--- src/rtl/score_keeper.sv ---
// rtl/score_keeper.sv - two-player score keeper with game FSM and 4-digit 7-segment scan
//
// Ports:
//   clk        system clock, the only clock
//   rst        asynchronous reset, active low
//   lose1      player 1 missed (asynchronous level, from the display domain)
//   lose2      player 2 missed (asynchronous level, from the display domain)
//   new_game   raw push-button level; a rising edge starts a new game
//   p1_score   player 1 score, 0..WIN_SCORE
//   p2_score   player 2 score, 0..WIN_SCORE
//   game_over  high while the game is over
//   winner     01 = player 1 won, 10 = player 2 won, 00 = none
//   an         7-segment anodes, active low, one-hot
//   seg        7-segment cathodes, active low, seg[0]=a .. seg[6]=g
//   dp         decimal point, active low, held off

module score_keeper #(
    parameter int WIN_SCORE = 9,
    parameter int SCAN_DIV  = 100000,
    parameter int BLINK_ROT = 128
) (
    input  logic       clk,
    input  logic       rst,
    input  logic       lose1,
    input  logic       lose2,
    input  logic       new_game,
    output logic [3:0] p1_score,
    output logic [3:0] p2_score,
    output logic       game_over,
    output logic [1:0] winner,
    output logic [3:0] an,
    output logic [6:0] seg,
    output logic       dp
);

    localparam int SCAN_W = (SCAN_DIV > 1) ? $clog2(SCAN_DIV) : 1;
    localparam int ROT_W  = (BLINK_ROT > 1) ? $clog2(BLINK_ROT) : 1;

    localparam logic [6:0] SEG_DASH  = 7'b0111111;
    localparam logic [6:0] SEG_BLANK = 7'b1111111;

    typedef enum logic {
        PLAY = 1'b0,
        OVER = 1'b1
    } state_t;

    // ------------------------------------------------------------------
    // Input synchronisers. Bit order: {new_game, lose2, lose1}.
    // All flops reset to 1 so an input that is already high when reset
    // is released never looks like a fresh rising edge.
    // ------------------------------------------------------------------
    logic [2:0] in_raw;
    logic [2:0] in_meta;
    logic [2:0] in_sync;
    logic [2:0] in_hist;
    logic [2:0] in_event;

    assign in_raw   = {new_game, lose2, lose1};
    assign in_event = in_sync & ~in_hist;

    always_ff @(posedge clk or negedge rst) begin
        if (!rst) begin
            in_meta <= 3'b111;
            in_sync <= 3'b111;
            in_hist <= 3'b111;
        end else begin
            in_meta <= in_raw;
            in_sync <= in_meta;
            in_hist <= in_sync;
        end
    end

    logic ev_lose1;
    logic ev_lose2;
    logic ev_new;

    assign ev_lose1 = in_event[0];
    assign ev_lose2 = in_event[1];
    assign ev_new   = in_event[2];

    // ------------------------------------------------------------------
    // Game FSM and score registers
    // ------------------------------------------------------------------
    state_t     state;
    state_t     state_next;
    logic [3:0] p1_next;
    logic [3:0] p2_next;
    logic [1:0] winner_next;
    logic [3:0] p1_inc;
    logic [3:0] p2_inc;

    assign p1_inc = p1_score + 4'd1;
    assign p2_inc = p2_score + 4'd1;

    always_ff @(posedge clk or negedge rst) begin
        if (!rst) begin
            state    <= PLAY;
            p1_score <= 4'd0;
            p2_score <= 4'd0;
            winner   <= 2'b00;
        end else begin
            state    <= state_next;
            p1_score <= p1_next;
            p2_score <= p2_next;
            winner   <= winner_next;
        end
    end

    always_comb begin
        state_next  = state;
        p1_next     = p1_score;
        p2_next     = p2_score;
        winner_next = winner;
        if (ev_new) begin
            // New game wins over any simultaneous miss.
            state_next  = PLAY;
            p1_next     = 4'd0;
            p2_next     = 4'd0;
            winner_next = 2'b00;
        end else if (state == PLAY) begin
            // A double miss in one cycle is ambiguous and is dropped.
            if (ev_lose1 && !ev_lose2) begin
                p2_next = p2_inc;
                if (p2_inc == 4'(WIN_SCORE)) begin
                    state_next  = OVER;
                    winner_next = 2'b10;
                end
            end else if (ev_lose2 && !ev_lose1) begin
                p1_next = p1_inc;
                if (p1_inc == 4'(WIN_SCORE)) begin
                    state_next  = OVER;
                    winner_next = 2'b01;
                end
            end
        end
    end

    assign game_over = (state == OVER);
    assign dp        = 1'b1;

    // ------------------------------------------------------------------
    // Display scan: slot counter, digit index, rotation/blink counter
    // ------------------------------------------------------------------
    logic [SCAN_W-1:0] scan_cnt;
    logic [1:0]        digit_idx;
    logic [ROT_W-1:0]  rot_cnt;
    logic              blink;

    logic              scan_wrap;
    logic              rot_wrap;
    logic              blink_wrap;
    logic [1:0]        idx_next;
    logic              blink_next;
    logic [6:0]        seg_next;

    assign scan_wrap  = (scan_cnt == SCAN_W'(SCAN_DIV - 1));
    assign rot_wrap   = scan_wrap && (digit_idx == 2'd3);
    assign blink_wrap = rot_wrap && (rot_cnt == ROT_W'(BLINK_ROT - 1));
    assign idx_next   = digit_idx + 2'd1;
    assign blink_next = blink_wrap ? ~blink : blink;

    function automatic logic [6:0] font(input logic [3:0] v);
        case (v)
            4'd0:    font = 7'b1000000;
            4'd1:    font = 7'b1111001;
            4'd2:    font = 7'b0100100;
            4'd3:    font = 7'b0110000;
            4'd4:    font = 7'b0011001;
            4'd5:    font = 7'b0010010;
            4'd6:    font = 7'b0000010;
            4'd7:    font = 7'b1111000;
            4'd8:    font = 7'b0000000;
            4'd9:    font = 7'b0010000;
            default: font = SEG_BLANK;
        endcase
    endfunction

    // Segment pattern for the digit that becomes active at the next wrap,
    // using the blink flag as it will be after that wrap so the blanking
    // lines up with the rotation boundary.
    always_comb begin
        seg_next = SEG_DASH;
        case (idx_next)
            2'd3: begin
                if (state == OVER && blink_next && winner == 2'b01)
                    seg_next = SEG_BLANK;
                else
                    seg_next = font(p1_score);
            end
            2'd0: begin
                if (state == OVER && blink_next && winner == 2'b10)
                    seg_next = SEG_BLANK;
                else
                    seg_next = font(p2_score);
            end
            default: seg_next = SEG_DASH;
        endcase
    end

    always_ff @(posedge clk or negedge rst) begin
        if (!rst) begin
            scan_cnt  <= '0;
            digit_idx <= 2'd0;
            rot_cnt   <= '0;
            blink     <= 1'b0;
            an        <= 4'b1110;
            seg       <= 7'b1000000;
        end else begin
            if (scan_wrap) begin
                scan_cnt  <= '0;
                digit_idx <= idx_next;
                an        <= ~(4'b0001 << idx_next);
                seg       <= seg_next;
            end else begin
                scan_cnt <= scan_cnt + SCAN_W'(1);
            end
            if (rot_wrap) begin
                rot_cnt <= blink_wrap ? '0 : rot_cnt + ROT_W'(1);
            end
            blink <= blink_next;
        end
    end

endmodule

--- config.mk ---
export PLATFORM = sky130hd
export DESIGN_NAME = score_keeper
export DESIGN_NICKNAME = d
export VERILOG_FILES = /design/src/rtl/score_keeper.sv
export SDC_FILE = /design/constraint.sdc
export NUM_CORES = 1
export LEC_CHECK = 0
export ABC_AREA = 1
export CORE_ASPECT_RATIO = 1.4
export CORE_MARGIN = 5
export CORE_UTILIZATION = 52
export CTS_BUF_LIST = sky130_fd_sc_hd__clkbuf_16
export CTS_CLUSTER_DIAMETER = 50
export CTS_CLUSTER_SIZE = 24
export DETAILED_ROUTE_END_ITERATION = 10
export PLACE_DENSITY = 0.76
export SLEW_MARGIN = 20
export SYNTH_ARGS = -nofsm -noshare
export SYNTH_HDL_FRONTEND = slang
export SYNTH_SLANG_ARGS = --single-unit
--- constraint.sdc ---
create_clock -name clk -period 1.6 [get_ports clk]
set_input_delay 0.48 -clock clk [delete_from_list [all_inputs] [get_ports clk]]
set_output_delay 0.48 -clock clk [all_outputs]
set_load 0.05 [all_outputs]
## Word level (Yosys, flattened, before mapping)

Memories as Yosys holds them, arrays and structs flattened.
Cells that the tools add are included.

| operators by class | value |
|---|---|
| reductions and logical operators | 17 |
| add/sub/neg operators | 5 |
| mux-type cells | 25 |
| equality and inequality tests | 11 |
| shift-type cells | 1 |
| bitwise operators | 4 |

Operators with widths:

| kind | number |
|---|---|
| 2-to-1 mux 4 bit | 7 |
| 2-to-1 mux 7 bit | 3 |
| adder 17 x 1 -> 17 bit (second input constant) | 1 |
| == test 17 bit (second input constant) | 1 |
| 2-to-1 mux 17 bit | 1 |
| one-hot mux 7 bit (2 select lines) | 1 |
| 2-to-1 mux 2 bit | 6 |
| adder 4 x 1 -> 4 bit (second input constant) | 2 |
| == test 4 bit (second input constant) | 2 |
| adder 7 x 1 -> 7 bit (second input constant) | 1 |
| == test 7 bit (second input constant) | 1 |
| logical AND 1 bit | 7 |
| 2-to-1 mux 1 bit | 7 |
| == test 2 bit (second input constant) | 3 |
| nonzero test 3 bit | 2 |
| inequality test 2 bit (second input constant) | 2 |
| inverter 4 bit | 1 |
| AND reduction 4 bit | 1 |
| nonzero test 2 bit | 2 |
| << shifter 1 x 2 -> 4 bit (first input constant) | 1 |
| AND 3 bit | 1 |
| inequality test 3 x 2 -> 1 bit (second input constant) | 1 |
| inverter 3 bit | 1 |
| AND reduction 3 bit | 1 |
| other kinds (6) | 7 |

| word-level totals | value |
|---|---|
| memories kept | 2 |
| output and inout port bits | 23 |
| word-level logic and storage cells | 78 |
| bits in registers | 58 |
| memory bits (read-only) | 224 |
| bits of input ports | 5 |

Memory list:

| name | words | width | read ports | clocked after memory_dff | wr ports | RTL line | text |
|---|---|---|---|---|---|---|---|
| (no name shown) | 16 | 7 | 1 | 0 | 0 | 163 | `case (v)` |
| (no name shown) | 16 | 7 | 1 | 0 | 0 | 163 |  |

## Longest topological paths before layout

| logic depth | value |
|---|---|
| depth after elaboration | 8 |
| mapped depth | 14 |
| mapped depth without buffers | 14 |

## Least setup slack after synthesis

OpenSTA, ideal clock, no wires.

| path | value |
|---|---|
| path type | register to register |
| start | reg p1_score[1] |
| end | reg seg[3] |
| buffers on the path | 0 |
| data required time | 1.487 ns |
| clock period less this slack | 1.957 ns |
| library setup time | 0.113 ns |
| arrival time | 1.844 ns |
| stages on the path, launching flop included | 11 |
| slack | -0.357 ns |
| cells stage by stage | dfrtp_1 > inv_1 > ha_1 > or2_2 > a31o_2 > inv_1 > nand2_1 > nand2_1 > nand3_1 > nand2_1 > inv_1 |

| between the ends | value |
|---|---|
| cells in the longest elaborated chain, start to end | 3 |

RTL lines:

| what | RTL line | text |
|---|---|---|
| from (decl) | 27 | `output logic [3:0] p1_score,` |
| from (signal assigned) | 103 | `p1_score <= p1_next;` |
| memory (16 x 7 bit) | - |  |
| 2-to-1 mux 7 bit | 185 | `if (state == OVER && blink_next && winner == 2'b01)` |
| one-hot mux 7 bit (2 select lines) | 183 | `case (idx_next)` |
| to (signal assigned) | 213 | `seg <= seg_next;` |
| to (decl) | 32 | `output logic [6:0] seg,` |

Every way passes these cells.
A chain may end at the register's enable or synchronous reset.

## Worst setup path in the final report

| path | value |
|---|---|
| start | reg scan_cnt[12] |
| end | reg seg[3] |

| between the ends | value |
|---|---|
| cells in the longest elaborated chain, start to end | 8 |

RTL lines:

| what | RTL line | text |
|---|---|---|
| from (decl) | 144 | `logic [SCAN_W-1:0] scan_cnt;` |
| from (signal assigned) | 215 | `scan_cnt <= scan_cnt + SCAN_W'(1);` |
| == test 17 bit * | 156 | `assign scan_wrap = (scan_cnt == SCAN_W'(SCAN_DIV - 1));` |
| logical AND 1 bit * | 157 | `assign rot_wrap = scan_wrap && (digit_idx == 2'd3);` |
| logical AND 1 bit * | 158 | `assign blink_wrap = rot_wrap && (rot_cnt == ROT_W'(BLINK_ROT - 1));` |
| 2-to-1 mux 1 bit * | 160 | `assign blink_next = blink_wrap ? ~blink : blink;` |
| net blink_next | 153 | `logic blink_next;` |
| logical AND 1 bit * | 185, 191 |  |
| logical AND 1 bit, on equally long branches | 191, 185 |  |
| 2-to-1 mux 7 bit, on equally long branches | 191, 185 |  |
| one-hot mux 7 bit (2 select lines) * | 183 |  |

Mark *: on every way through the listed nets, which the timed path passes. The rest lies on a longest branch.

==> run summary <==
Worst Reg2Reg Path Length in Cells: 14
Worst Setup End Kind: register
Routed wire length per instance: 15.9 um
Drt first pass iters: 5
Largest net degree at the start of global routing: 28
Worst vdd ir: 832 uV
DRT iter0 DRCs: 186
CP required: 1.82 ns
Final Hold Viols: 0
Net Count, Synth: 420
CTS tree: done
Setup ws final: -0.378 ns
Routability cong.: 0.913
Run status: finished, violations left
Die area: 7920 sq um
R2R Path End: seg[3]
Most used DFF post-synth: dfrtp_1
CTS Sinks: 58
Sequential area share after synthesis: 0.454
CP Class: register to register
Starting Density: 0.528
Syn avg cell area: 8.13 sq um
PD cells: 910 nW/um^2
R2R setup slack: -0.38 ns
Worst-path clk slew: 0.05 ns
Final setup viols: 30
Syn-to-layout area delta: 52.3%
HP Class: input port to asynchronous set/reset pin
Die height: 103 um
Post-synth top area share: 0.348
Synth warn: 0
Achievable Freq: 506 MHz
Commonest cells post-synth: nand2_1 (88), inv_1 (60), nor2_1 (49)
Final core occ: 0.804
Number of remaining DRC errors: 0
Core area: 6130 sq um
Via density: 5.48
Routed wire length: 9.13 mm
Via count: 3,150
CP startpoint: scan_cnt[12]
Yosys cell types: 42
Placed cell area: 4240 sq um
Flops & latches, synth: 58
Hold slack: 0.0619 ns
Port buffer count: 26
Async SR Flop Fraction: 1.00
Max cap viols: 0
GRT Resource Usage Total: 0.218
Fraction of layout cells with a size suffix above 1: 0.410
Global-route wire length before repair: 13.7 mm
Top-count cell post-synth: nand2_1
Initial antenna violation count: 0
Leak: 2.45 nW
Clock Tree Buf Depth: 2
Clock tree root buffer cell: clkbuf_16
Total grt overflow: 0
Post-layout min period: 1.98 ns
Setup Skew: 0.00639 ns
Diodes inserted: 0
Finished Cell Area: 4930 sq um
Number of enable flip-flop cells after synthesis: 0
Detailed placement HPWL: 5.69 mm
Synthesized instance count: 398
Vias in the first global route: 3,130
Place WS: -0.205 ns
WP data arrival: 2.20 ns
Num CTS Buffers: 9
RSZ-0062 raised after global routing: true
Violated checks: negative setup slack
Chip Width: 76.7 um
ANT nets after route: 0
Synth Cell Area: 3230 sq um
Skew-Pair Late Insertion Delay: 0.33 ns
Fin. max-slew vios: 0
H-tree Lvls: 3
Worst setup SP type: register
Row cnt: 34
Area contributors post-synth: dfrtp_1 (35%), dfstp_2 (11%), nand2_1 (10%), inv_1 (7.0%), ha_1 (6.6%)
I/O pin count: 28
# nets final: 520
Cell accounting for the most synthesized area: dfrtp_1
RR Startpoint: scan_cnt[12]
Crit Path Max Fanout: 7
Fin crit share: 1.24
cells by family (layout without fill, tap and decap cells):
family | after synthesis | count (layout) | synth area share
and+or+nand+nor | 189 | 189 | 0.275
buffers and inverters | 68 | 173 | 0.0805
DFF | 58 | 58 | 0.454
AOI/OAI and AO/OA | 56 | 56 | 0.0990
adders and majority gates | 17 | 17 | 0.0658
xor gates and xnor gates | 9 | 9 | 0.0244
other | 1 | 1 | 0.00116
worst max-delay path by stage:
stage	endpoint	slack, ns	depth (start not counted)
2_1_floorplan	seg[3]	-0.06	13
4_1_cts	seg[0]	-0.20	13
3_5_place_dp	seg[0]	-0.21	13
6_report	seg[3]	-0.38	14
3_3_place_gp	seg[0]	-0.13	13
5_1_grt	seg[3]	-0.47	13
critical path, stage by stage (launching register included):
cell	delay, ns
dfrtp_1	0.39
inv_1	0.14
nand2_1	0.08
nor2_1	0.12
nand2_1	0.08
nor2_1	0.18
nand4_1	0.14
nand2_2	0.11
nand2_4	0.08
nand3_4	0.11
nand2_1	0.10
nand2_1	0.11
nand3_1	0.11
nand2_1	0.09
inv_1	0.04
report_power, final:
part	total (mW)	leakage, nW	switching (mW)	internal [mW]
Clock	2.01	0.156	0.664	1.34
Combinational	0.853	1.57	0.487	0.367
Sequential	1.62	0.729	0.0871	1.54
Total	4.48	2.45	1.24	3.25
layout by cell type, fill, tap and decap left out, types with 5 or more instances in the layout:
cell       instances
nand2_1           71
buf_4             59
inv_1             55
nor2_1            41
dfrtp_1           37
buf_12            24
o21ai_0           17
nand2_2           16
a21oi_1           14
nand3_1           13
ha_1              13
dfstp_2           13
inv_2              9
clkbuf_16          9
nand3_2            8
or2_2              8
dfrtp_2            8
nor2_2             7
xor2_1             7
a31oi_1            7
nand3_4            5
registers in the layout (all words and copies together), names as in the netlist:
signal     count
seg            7
in_sync        3
digit_idx      2
rot_cnt        7
scan_cnt      17
in_meta        3
game_over      1
p2_score       4
blink          1
in_hist        3
winner         2
an             4
p1_score       4
metal layers:
metal  global-route usage  vias up  wire, um
met4                0.127        0       414
li1                     -     1470         -
met3               0.0555       41       390
met5                    0        -         0
met2                0.399      109      4980
met1                0.226     1530      3350
area by class of cell:
cell class              count  area (sq um)
multi-input cells         272          1800
clock buffers               9           225
repair buffers             91          1000
inverters                  66           248
fillers                   349          1200
well taps                  72          90.1
clock inverters             7          83.8
flip-flops and latches     58          1480
stage by stage:
step / std cells / TNS, ns / total power [mW]
CTS: 565 / -2.89 / 4.47
finish: 575 / -5.42 / 4.48
floorplan: 398 / -0.502 / 2.08
detailed placement: 546 / -2.65 / 2.44
global placement: 546 / -1.27 / 2.43
global route: 575 / -8.37 / 4.68
repair_timing:
| item | in CTS | in global routing |
|---|---|---|
| resized for setup | 12 | 59 |
| endpoints found under the hold margin | 0 | 0 |
| hold buffers | 0 | 0 |
| pin swaps | 11 | 22 |
| buffers inserted | 3 | 10 |
| setup endpoints to repair | 24 | 32 |
(Power assumes the default switching activity.)
